$ cat src/rtl/board_pkg.sv
// board_pkg: board-level IMC endpoint constants, QP context type and TX FSM state encoding
package board_pkg;
  typedef struct packed {
    logic [31:0] ip;
    logic [47:0] mac;
    logic [23:0] dst_qpn;
  } qp_ctx_t;
  typedef enum logic [1:0] {IDLE, LOOKUP, RESP} tx_state_t;
  localparam logic [31:0] IMC_0_ETH0_IP        = 32'hC0A8_0A02;
  localparam logic [47:0] IMC_0_ETH0_MAC       = 48'h0200_000A_0002;
  localparam logic [23:0] IMC_0_HOST_QPN       = 24'h000011;
  localparam logic [23:0] IMC_0_FPGA_START_PSN = 24'h000100;
  localparam logic [31:0] IMC_1_ETH0_IP        = 32'hC0A8_0A03;
  localparam logic [47:0] IMC_1_ETH0_MAC       = 48'h0200_000A_0003;
  localparam logic [23:0] IMC_1_HOST_QPN       = 24'h000012;
  localparam logic [23:0] IMC_1_FPGA_START_PSN = 24'h002000;
  localparam logic [31:0] IMC_2_ETH0_IP        = 32'hC0A8_0A04;
  localparam logic [47:0] IMC_2_ETH0_MAC       = 48'h0200_000A_0004;
  localparam logic [23:0] IMC_2_HOST_QPN       = 24'h000013;
  localparam logic [23:0] IMC_2_FPGA_START_PSN = 24'h030000;
  function automatic qp_ctx_t imc_ctx(input int i);
    return i == 0 ? '{IMC_0_ETH0_IP, IMC_0_ETH0_MAC, IMC_0_HOST_QPN} :
           i == 1 ? '{IMC_1_ETH0_IP, IMC_1_ETH0_MAC, IMC_1_HOST_QPN} :
           i == 2 ? '{IMC_2_ETH0_IP, IMC_2_ETH0_MAC, IMC_2_HOST_QPN} : '0;
  endfunction
  function automatic logic [23:0] imc_start_psn(input int i);
    return i == 0 ? IMC_0_FPGA_START_PSN :
           i == 1 ? IMC_1_FPGA_START_PSN :
           i == 2 ? IMC_2_FPGA_START_PSN : '0;
  endfunction
endpackage

$ cat src/rtl/psn_window_chk.sv
// psn_window_chk: modular outstanding-PSN window compare and cumulative-ACK range check for one QP
module psn_window_chk #(
  parameter int PSN_W = 24,
  parameter int WIN   = 64
) (
  input  logic [PSN_W-1:0] next_psn,
  input  logic [PSN_W-1:0] acked_psn,
  input  logic [PSN_W-1:0] ack_psn,
  output logic             full,
  output logic             ack_ok
);
  logic [PSN_W-1:0] outstanding, ack_off;
  assign outstanding = next_psn - acked_psn - 1'b1;
  // an ACK is useful only if it lands in [acked+1, next-1], i.e. its offset is below outstanding
  assign ack_off = ack_psn - acked_psn - 1'b1;
  assign ack_ok = ack_off < outstanding;
  assign full = outstanding >= PSN_W'(WIN);
endmodule

$ cat src/rtl/qp_tx_ctx.sv
// qp_tx_ctx: per-packet TX context lookup (IP/MAC/dest QPn/PSN) with per-QP PSN counters.
// Define QP_TX_ACK_TRACK_EN to add ACK tracking and stall lookups while the PSN window is full.
module qp_tx_ctx
  import board_pkg::*;
#(
  parameter int NUM_QP = 3,
  parameter int PSN_W  = 24,
  parameter int WIN    = 64
) (
  input  logic             clk,
  input  logic             rst_n,
  input  logic             req_valid,
  output logic             req_ready,
  input  logic [3:0]       req_qpn,
  output logic             rsp_valid,
  input  logic             rsp_ready,
  output logic [31:0]      rsp_ip,
  output logic [47:0]      rsp_mac,
  output logic [23:0]      rsp_dst_qpn,
  output logic [PSN_W-1:0] rsp_psn,
  output logic             rsp_err,
  input  logic             psn_load,
  input  logic [3:0]       psn_load_qpn,
  input  logic [PSN_W-1:0] psn_load_val,
  input  logic             ack_valid,
  input  logic [3:0]       ack_qpn,
  input  logic [PSN_W-1:0] ack_psn
);
  tx_state_t state, state_nx;
  logic [3:0] qpn_q, idx, ld_idx;
  logic hit, ld_hit, stall, lk_go, inc;
  logic [PSN_W-1:0] next_psn [NUM_QP];
  logic [PSN_W-1:0] cur_psn;
  qp_ctx_t cur_ctx;
  assign idx = qpn_q - 4'd2;
  assign ld_idx = psn_load_qpn - 4'd2;
  assign hit = qpn_q >= 4'd2 && int'(qpn_q) <= NUM_QP + 1;
  assign ld_hit = psn_load_qpn >= 4'd2 && int'(psn_load_qpn) <= NUM_QP + 1;
  assign lk_go = state == LOOKUP && !stall;
  assign inc = state == RESP && rsp_ready && hit;
  assign req_ready = rst_n && state == IDLE;
  assign rsp_valid = state == RESP;
  always_comb begin
    cur_psn = '0;
    cur_ctx = '0;
    for (int i = 0; i < NUM_QP; i++)
      if (hit && idx == 4'(i)) begin
        cur_psn = next_psn[i];
        cur_ctx = imc_ctx(i);
      end
  end
  always_comb begin
    state_nx = state;
    if (state == IDLE && req_valid) state_nx = LOOKUP;
    else if (lk_go) state_nx = RESP;
    else if (state == RESP && rsp_ready) state_nx = IDLE;
  end
  always_ff @(posedge clk or negedge rst_n)
    if (!rst_n) begin
      state       <= IDLE;
      qpn_q       <= '0;
      rsp_err     <= 1'b0;
      rsp_ip      <= '0;
      rsp_mac     <= '0;
      rsp_dst_qpn <= '0;
      rsp_psn     <= '0;
    end else begin
      state <= state_nx;
      if (req_valid && req_ready) qpn_q <= req_qpn;
      if (lk_go) begin
        rsp_err     <= !hit;
        rsp_ip      <= cur_ctx.ip;
        rsp_mac     <= cur_ctx.mac;
        rsp_dst_qpn <= cur_ctx.dst_qpn;
        rsp_psn     <= cur_psn;
      end
    end
  // a software load on the same QP overrides the handshake increment
  always_ff @(posedge clk or negedge rst_n)
    if (!rst_n)
      for (int i = 0; i < NUM_QP; i++) next_psn[i] <= PSN_W'(imc_start_psn(i));
    else
      for (int i = 0; i < NUM_QP; i++)
        if (psn_load && ld_hit && ld_idx == 4'(i)) next_psn[i] <= psn_load_val;
        else if (inc && idx == 4'(i)) next_psn[i] <= next_psn[i] + 1'b1;
`ifdef QP_TX_ACK_TRACK_EN
  logic [3:0] ak_idx;
  logic ak_hit;
  logic [PSN_W-1:0] acked_psn [NUM_QP];
  logic [NUM_QP-1:0] full, ack_ok;
  assign ak_idx = ack_qpn - 4'd2;
  assign ak_hit = ack_qpn >= 4'd2 && int'(ack_qpn) <= NUM_QP + 1;
  for (genvar g = 0; g < NUM_QP; g++) begin : g_chk
    psn_window_chk #(.PSN_W(PSN_W), .WIN(WIN)) u_chk (
      .next_psn (next_psn[g]),
      .acked_psn(acked_psn[g]),
      .ack_psn  (ack_psn),
      .full     (full[g]),
      .ack_ok   (ack_ok[g])
    );
  end
  always_comb begin
    stall = 1'b0;
    for (int i = 0; i < NUM_QP; i++)
      if (hit && idx == 4'(i)) stall = full[i];
  end
  always_ff @(posedge clk or negedge rst_n)
    if (!rst_n)
      for (int i = 0; i < NUM_QP; i++) acked_psn[i] <= PSN_W'(imc_start_psn(i)) - 1'b1;
    else
      for (int i = 0; i < NUM_QP; i++)
        if (ack_valid && ak_hit && ak_idx == 4'(i) && ack_ok[i]) acked_psn[i] <= ack_psn;
`else
  logic unused_ack;
  assign unused_ack = ^{ack_valid, ack_qpn, ack_psn} ^ 1'(WIN);
  assign stall = 1'b0;
`endif
endmodule

$ cat config.mk
export PLATFORM = sky130hd
export DESIGN_NAME = qp_tx_ctx
export DESIGN_NICKNAME = d
export VERILOG_FILES = /design/src/rtl/board_pkg.sv /design/src/rtl/psn_window_chk.sv /design/src/rtl/qp_tx_ctx.sv
export SDC_FILE = /design/constraint.sdc
export NUM_CORES = 1
export LEC_CHECK = 0
export ABC_AREA = 1
export BUFFER_PORTS_ARGS = -buffer_cell sky130_fd_sc_hd__buf_2
export CORE_ASPECT_RATIO = 0.6
export CORE_MARGIN = 5
export CORE_UTILIZATION = 60
export CTS_CLUSTER_SIZE = 20
export DETAILED_ROUTE_END_ITERATION = 6
export MAX_ROUTING_LAYER = met4
export PLACE_DENSITY = 0.87
export SLEW_MARGIN = 20
export SYNTH_ARGS = -nofsm -noshare
export SYNTH_HDL_FRONTEND = slang
export SYNTH_HIERARCHICAL = 1
export SYNTH_SLANG_ARGS = --single-unit
$ cat constraint.sdc
create_clock -name clk -period 4.2 [get_ports clk]
set_input_delay 0.63 -clock clk [delete_from_list [all_inputs] [get_ports clk]]
set_output_delay 0.63 -clock clk [all_outputs]
set_load 0.02 [all_outputs]
# Word-level counts from Yosys, hierarchy flattened
# Index checks and enable logic that the tools add are counted.
[totals]
out_inout_bits = 131
inputBits = 66
reg_bits = 207
wordCells = 65
[op_classes]
n_eq_ne = 6
reduce_logical = 25
addsub = 5
magnitude_cmp = 4
muxes = 15
[op_table]
columns = ["operator", "n"]
rows = [
  ["104-bit two-way mux", 3],
  ["24-bit two-way mux", 9],
  ["24-bit by 1-bit adder with 24-bit output (second input constant)", 3],
  ["1-bit logical AND", 17],
  ["4-bit by 1-bit equality test with 1-bit output (second input constant)", 2],
  ["4-bit by 2-bit equality test with 1-bit output (second input constant)", 2],
  ["4-bit by 2-bit greater-or-equal comparator with 1-bit output (second input constant)", 2],
  ["4-bit by 3-bit <= comparator with 1-bit output (second input constant)", 2],
  ["4-bit logical NOT", 2],
  ["4-bit by 2-bit subtractor with 4-bit output (second input constant)", 2],
  ["2-bit two-way mux", 3],
  ["2-bit nonzero test", 3],
  ["3-bit nonzero test", 1],
  ["2-bit by 1-bit equality test with 1-bit output (second input constant)", 1],
  ["2-bit equality test (second input constant)", 1],
  ["2-bit logical NOT", 1],
  ["1-bit logical NOT", 1],
]

# Longest topological paths before layout
[logic_depth]
ltp_word = 6
depth_mapped = 12
ltp_nobuf = 11

# Least setup slack after synthesis
# No wires, ideal clock.
[synth_path]
path_kind = "input to register"
startpoint = "input psn_load_qpn[2]"
endpoint = "register next_psn[29] (netlist name)"
path_slack_ns = 2.319
path_stages = 10
arrival_ns = 1.765
cell_sequence = "inv_1 ha_1 nand4_1 nor2_8 inv_2 nand2_4 inv_2 buf_6 nand2_1 nand2_1"
[synth_between]
elab_chain_len = 5
word_cells_on_any_way = 9
classes_between = "add/sub (1); order compare (2); eq/ne (1); mux (1); reduce/logical (4)"
[synth_rtl]
columns = ["element", "line_no", "text"]
rows = [
  ["start, declared", "qp_tx_ctx.sv:23", "input logic [3:0] psn_load_qpn,"],
  ["parallel branches: the longest is 3 deep, another holds 4-bit by 2-bit subtractor with 4-bit output", "--", ""],
  ["1-bit logical AND (*)", "qp_tx_ctx.sv:84", "if (psn_load && ld_hit && ld_idx == 4'(i)) next_psn[i] <= psn_load_val;"],
  ["24-bit two-way mux or 2-bit nonzero test (tied branches)", "--", ""],
  ["end signal, assigned by index", "qp_tx_ctx.sv:84", ""],
  ["end signal, assigned by index", "qp_tx_ctx.sv:85", "else if (inc && idx == 4'(i)) next_psn[i] <= next_psn[i] + 1'b1;"],
  ["end, declared", "qp_tx_ctx.sv:32", "logic [PSN_W-1:0] next_psn [NUM_QP];"],
]
# Every way passes the cells marked *.
# A chain may end at the register's enable or synchronous reset.

# Worst setup path in the final report
[layout_path]
startpoint = "register qpn_q[1]"
endpoint = "register rsp_psn[8]"
[layout_between]
elab_chain_len = 6
word_cells_on_any_way = 13
classes_between = "add/sub (1); order compare (2); eq/ne (2); mux (3); reduce/logical (5)"
[layout_rtl]
columns = ["element", "line_no", "text"]
rows = [
  ["start, declared", "qp_tx_ctx.sv:30", "logic [3:0] qpn_q, idx, ld_idx;"],
  ["start signal, assigned", "qp_tx_ctx.sv:69", "if (req_valid && req_ready) qpn_q <= req_qpn;"],
  ["4-bit by 2-bit subtractor with 4-bit output, or another cell as far along", "qp_tx_ctx.sv:35", "assign idx = qpn_q - 4'd2;"],
  ["4-bit logical NOT or 1-bit logical AND (tied branches)", "qp_tx_ctx.sv:47, qp_tx_ctx.sv:37", ""],
  ["1-bit logical AND", "qp_tx_ctx.sv:47", "if (hit && idx == 4'(i)) begin"],
  ["24-bit two-way mux (2 in a row)", "qp_tx_ctx.sv:47", ""],
  ["24-bit two-way mux (*)", "qp_tx_ctx.sv:47", ""],
  ["end signal, assigned", "qp_tx_ctx.sv:75", "rsp_psn <= cur_psn;"],
  ["end, declared", "qp_tx_ctx.sv:20", "output logic [PSN_W-1:0] rsp_psn,"],
]
# Mark *: on every way between the ends. The rest lies on a longest branch, timed or not.

==> impl_metrics.csv <==
group,metric,value,unit
synthesis,postSynthCellCount,1328,
setup_path,crit-reg2reg-launch,"qpn_q[1]",
setup_path,timing.rr.end,"rsp_psn[8]",
status,violations,"design-rule violations",
cells_and_area,drive_gt1_share,10.54,%
setup_path,worst_setup_path_end_kind,"flip-flop",
timing,final.period_utilization,64.05,%
floorplanning,fp.coreArea,0.01429,sq mm
cells_and_area,nNetsFinal,1434,
status,status,"finished with violations",
drt,antenna_violating_nets_post_route,0,
cells_and_area,n_antenna_cell,0,
setup_path,cp_num_buf_inv,1,
clock_tree,clk_transition_reported_paths,0.09,ns
setup_path,path_delay_family,"simple AND/OR/NAND/NOR gates",
global_routing,grt-busiest-layer,"met1",
setup_path,ff2ff_setup_slack,1.51,ns
setup_path,critical_path.max_fanout,27,
synthesis,synth.ff_latch_count,109,
power,total_leakage_power,4.528,nW
floorplanning,std_cell_rows,34,
clock_tree,post_cts_buffers,0,
drt,detail_route.wirelength,26.99,mm
drt,via_count,8608,
clock_tree,clock_tree_from_tritoncts,"done",
placement,hpwl,20.61,mm
timing,setup-violations-final,0,
synthesis,synth-seq-area-share,31.64,%
global_routing,grt_use_met2,42.18,%
floorplanning,die_x,164.9,um
power,internal_power,1.988,mW
setup_path,critPathMostFrequentCell,"sky130_fd_sc_hd__nand2_1",
drt,remaining_drc_errors,44,
timing,grt_setup_unrepaired,"false",
clock_tree,cts_resized,0,
drt,dr.first_iter.drc_count,1269,
synthesis,avgSynthCellArea,6.504,sq um
timing,worst_slew_margin_relative_to_its_limit,38.09,%
timing,hold_fails_final_rpt,0,
floorplanning,fp.dieH,102.9,um
setup_path,startpoint_type,"flip-flop",
floorplanning,design.die.area,0.01697,sq mm
clock_tree,ctsLongestPathBuffers,2,
clock_tree,tritoncts.num_buffers,9,
clock_tree,root_buffer,"sky130_fd_sc_hd__clkbuf_16",
synthesis,syn-cell-area,0.008637,sq mm
power,power.clock.fraction,25.1,%
cells_and_area,synthToLayoutAreaGrowth,2.854,%
drt,detailedRoute.firstPassIterationCount,7,
global_routing,initial_antenna_violation_count,0,
synthesis,yosys.cell_types.count,30,
power,seqPwrFrac,41.9,%
run,drv_cap,0,
global_routing,met1_usage,49.07,%
floorplanning,floorplan.initialDensity,60.43,%
timing,fin_worst_skew,0.008505,ns
power,pwr-share-comb,32.9,%
timing,setup-tns-final,0,ns
floorplanning,ios,197,
drt,post_dr_vias_cell,5.504,
clock_tree,worst_skew_pair.late_latency,0.36,ns
synthesis,syn_warnings,6,
placement,place_congestion,1.066,
setup_path,r2r_cells,8,
setup_path,worst_path_largest_cell_delay,0.60,ns
clock_tree,clock_sink_count,109,
clock_tree,clock_tree.htree_level_count,3,
global_routing,grt_overflow_total,0,
timing,worst-slew-pin-transition,0.9277,ns
global_routing,grt_pass1_wl,40.80,mm
setup_path,cpMaxStageDelayCell,"sky130_fd_sc_hd__nand2_1",
global_routing,grt_max_degree,59,
global_routing,globalRouteMet3Util,10.19,%
cells_and_area,fill_cells,1365,
setup_path,worstPathRequired,4.50,ns
power,max-vdd-ir-drop,0.3148,mV
clock_tree,post_cts_hold_buffers,0,
setup_path,setup.worst_path.class,"reg -> reg",
setup_path,worstPathCellList,"inv_2 -> ha_1 -> nand3_4 -> nor2_4 -> nand2_1 -> nand3_1 -> nand2_1 -> nand2_1",
global_routing,grt_use_total,32.48,%
power,power_switching,1.555,mW
power,total_power_consumption,3.542,mW
global_routing,grt_pass1_vias,7243,
power,power_switching_share,43.89,%
timing,final_period_minus_worst_setup_slack,2.690,ns
setup_path,cp_data_arrival_time,2.99,ns
drt,wire_per_inst,17.26,um
placement,count_of_placed_standard_cells_including_taps,1548,
timing,timing.final.max_slew_violations,0,
placement,numPortBuffers,82,
min_path,hold_path.class,"in -> async",
power,cellPowerDensity,398.8,mW/mm^2
timing,max_freq,0.3717,GHz
cells_and_area,layout.cells.non_filler,1564,
cell usage after synthesis:
master,n,area (sq um)
sky130_fd_sc_hd__nand2_1,549,2061
sky130_fd_sc_hd__nand3_1,215,1076
sky130_fd_sc_hd__buf_4,109,818.3
sky130_fd_sc_hd__nor2_1,108,405.4
sky130_fd_sc_hd__dfrtp_1,105,2628
sky130_fd_sc_hd__inv_1,69,259.0
sky130_fd_sc_hd__buf_2,24,120.1
sky130_fd_sc_hd__xnor2_1,18,157.7
sky130_fd_sc_hd__o21ai_0,17,85.08
sky130_fd_sc_hd__xor2_1,15,131.4
sky130_fd_sc_hd__buf_6,11,123.9
sky130_fd_sc_hd__inv_2,10,37.54
sky130_fd_sc_hd__o21ai_1,10,50.05
sky130_fd_sc_hd__nand4_1,8,50.05
sky130_fd_sc_hd__ha_1,7,87.58
sky130_fd_sc_hd__nor2_4,7,78.83
sky130_fd_sc_hd__nand3b_1,6,45.04
sky130_fd_sc_hd__a21oi_1,5,25.02
sky130_fd_sc_hd__clkbuf_1,5,18.77
sky130_fd_sc_hd__nand3_4,5,87.58
sky130_fd_sc_hd__dfstp_2,4,105.1
sky130_fd_sc_hd__nand2_2,4,25.02
sky130_fd_sc_hd__nor2_8,4,80.08
sky130_fd_sc_hd__nor2_2,3,18.77
sky130_fd_sc_hd__nor3_1,3,15.01
sky130_fd_sc_hd__and2_1,2,12.51
sky130_fd_sc_hd__inv_4,2,12.51
sky130_fd_sc_hd__conb_1,1,3.750
sky130_fd_sc_hd__nand2_4,1,11.26
sky130_fd_sc_hd__nor3b_1,1,7.510
how the worst max path moves through the flow:
stage	startpoint	end	slack, ns	depth (start not counted)
detailed placement	psn_load_qpn[1]	next_psn[27]	1.41	10
floorplan	psn_load_qpn[2]	next_psn[29]	2.32	10
global placement	psn_load_qpn[1]	next_psn[25]	1.47	10
finish	qpn_q[1]	rsp_psn[8]	1.51	8
global route	qpn_q[1]	rsp_psn[8]	1.31	10
CTS	qpn_q[1]	rsp_psn[20]	1.59	8
routing by layer:
layer	wire length [um]	part of all wire (%)	vias to the layer above
met5	0	0	-
li1	-	-	4074
met4	476	1.8	0
met2	10750	40	570
met3	4205	16	54
met1	11550	43	3910
layout make-up:
type                    instances  area [sq um]  share of cell area, %
clock inverters                 7         86.33                 0.9718
clock buffers                   9         225.2                  2.535
inverters                      81         309.0                  3.479
flip-flops and latches        109          2733                  30.76
well taps                     198         247.7                  2.789
repair buffers                 87         450.4                  5.070
multi-input cells            1073          4832                  54.39
power groups by stage:
| stage | sequential, mW | clock (mW) | combinational [mW] |
|---|---|---|---|
| 6_report | 1.49 | 0.890 | 1.17 |
| 4_1_cts | 1.47 | 0.899 | 1.15 |
| 3_5_place_dp | 1.49 | 0 | 1.15 |
| 3_3_place_gp | 1.48 | 0 | 1.12 |
| 2_1_floorplan | 1.44 | 0 | 0.996 |
| 5_1_grt | 1.51 | 0.946 | 1.29 |
registers in the layout, summed over array words and instances, names as in the netlist:
| name | count |
|---|---|
| next_psn | 72 |
| qpn_q | 4 |
| rsp_dst_qpn | 2 |
| rsp_err | 1 |
| rsp_ip | 4 |
| rsp_psn | 24 |
| state | 2 |
kinds of logic after synthesis:
family	after synthesis	share of synthesized area, %
AND/OR/NAND/NOR	916	46.01
flip-flops	109	31.64
buffers and inverters	230	16.09
AO/OA/AOI/OAI	32	1.854
other	1	0.04342
XOR/XNOR	33	3.346
adder cells (fa/ha/maj)	7	1.014
worst register-to-register path, delay by kind of cell, from the launching register on:
kind | cells | cell delay, ns
and+or+nand+nor | 6 | 1.80
DFF | 1 | 0.41
adders and majority gates | 1 | 0.32
buffers and inverters | 1 | 0.08
stage by stage:
step           utilization (%)  instance area (sq um)  worst slack [ns]  hold slack (ns)
3_5_place_dp             59.97                   8572             1.411           0.4616
3_3_place_gp             59.97                   8572             1.465           0.4584
4_1_cts                  62.15                   8884             1.587           0.4624
6_report                 62.15                   8884             1.510           0.4288
5_1_grt                  62.15                   8884             1.315           0.4963
2_1_floorplan                -                   8952             2.319           0.3344
cells in the final DEF, fill, tap and decap left out:
cell / count
sky130_fd_sc_hd__nor2_2: 4
sky130_fd_sc_hd__inv_12: 1
sky130_fd_sc_hd__conb_1: 85
sky130_fd_sc_hd__o21ai_0: 17
sky130_fd_sc_hd__and2_1: 2
sky130_fd_sc_hd__inv_4: 2
sky130_fd_sc_hd__xor2_1: 15
sky130_fd_sc_hd__dfrtp_1: 105
sky130_fd_sc_hd__nand3_4: 5
sky130_fd_sc_hd__dfstp_2: 4
sky130_fd_sc_hd__clkbuf_16: 9
sky130_fd_sc_hd__xnor2_1: 18
sky130_fd_sc_hd__inv_8: 1
sky130_fd_sc_hd__nor3_1: 3
sky130_fd_sc_hd__nand3_1: 215
sky130_fd_sc_hd__ha_1: 7
sky130_fd_sc_hd__nand2_4: 1
sky130_fd_sc_hd__buf_4: 6
sky130_fd_sc_hd__inv_1: 69
sky130_fd_sc_hd__nand2_1: 549
sky130_fd_sc_hd__inv_2: 10
sky130_fd_sc_hd__nor2_8: 4
sky130_fd_sc_hd__a21oi_1: 5
sky130_fd_sc_hd__nor2_1: 107
sky130_fd_sc_hd__nor3b_1: 1
sky130_fd_sc_hd__clkinv_4: 2
sky130_fd_sc_hd__clkinv_8: 2
sky130_fd_sc_hd__nor2_4: 7
sky130_fd_sc_hd__nand3b_1: 6
sky130_fd_sc_hd__inv_6: 1
sky130_fd_sc_hd__nand4_1: 8
sky130_fd_sc_hd__o21ai_1: 10
sky130_fd_sc_hd__buf_2: 81
sky130_fd_sc_hd__nand2_2: 4
Note: power is estimated with default switching activity, not from simulation.
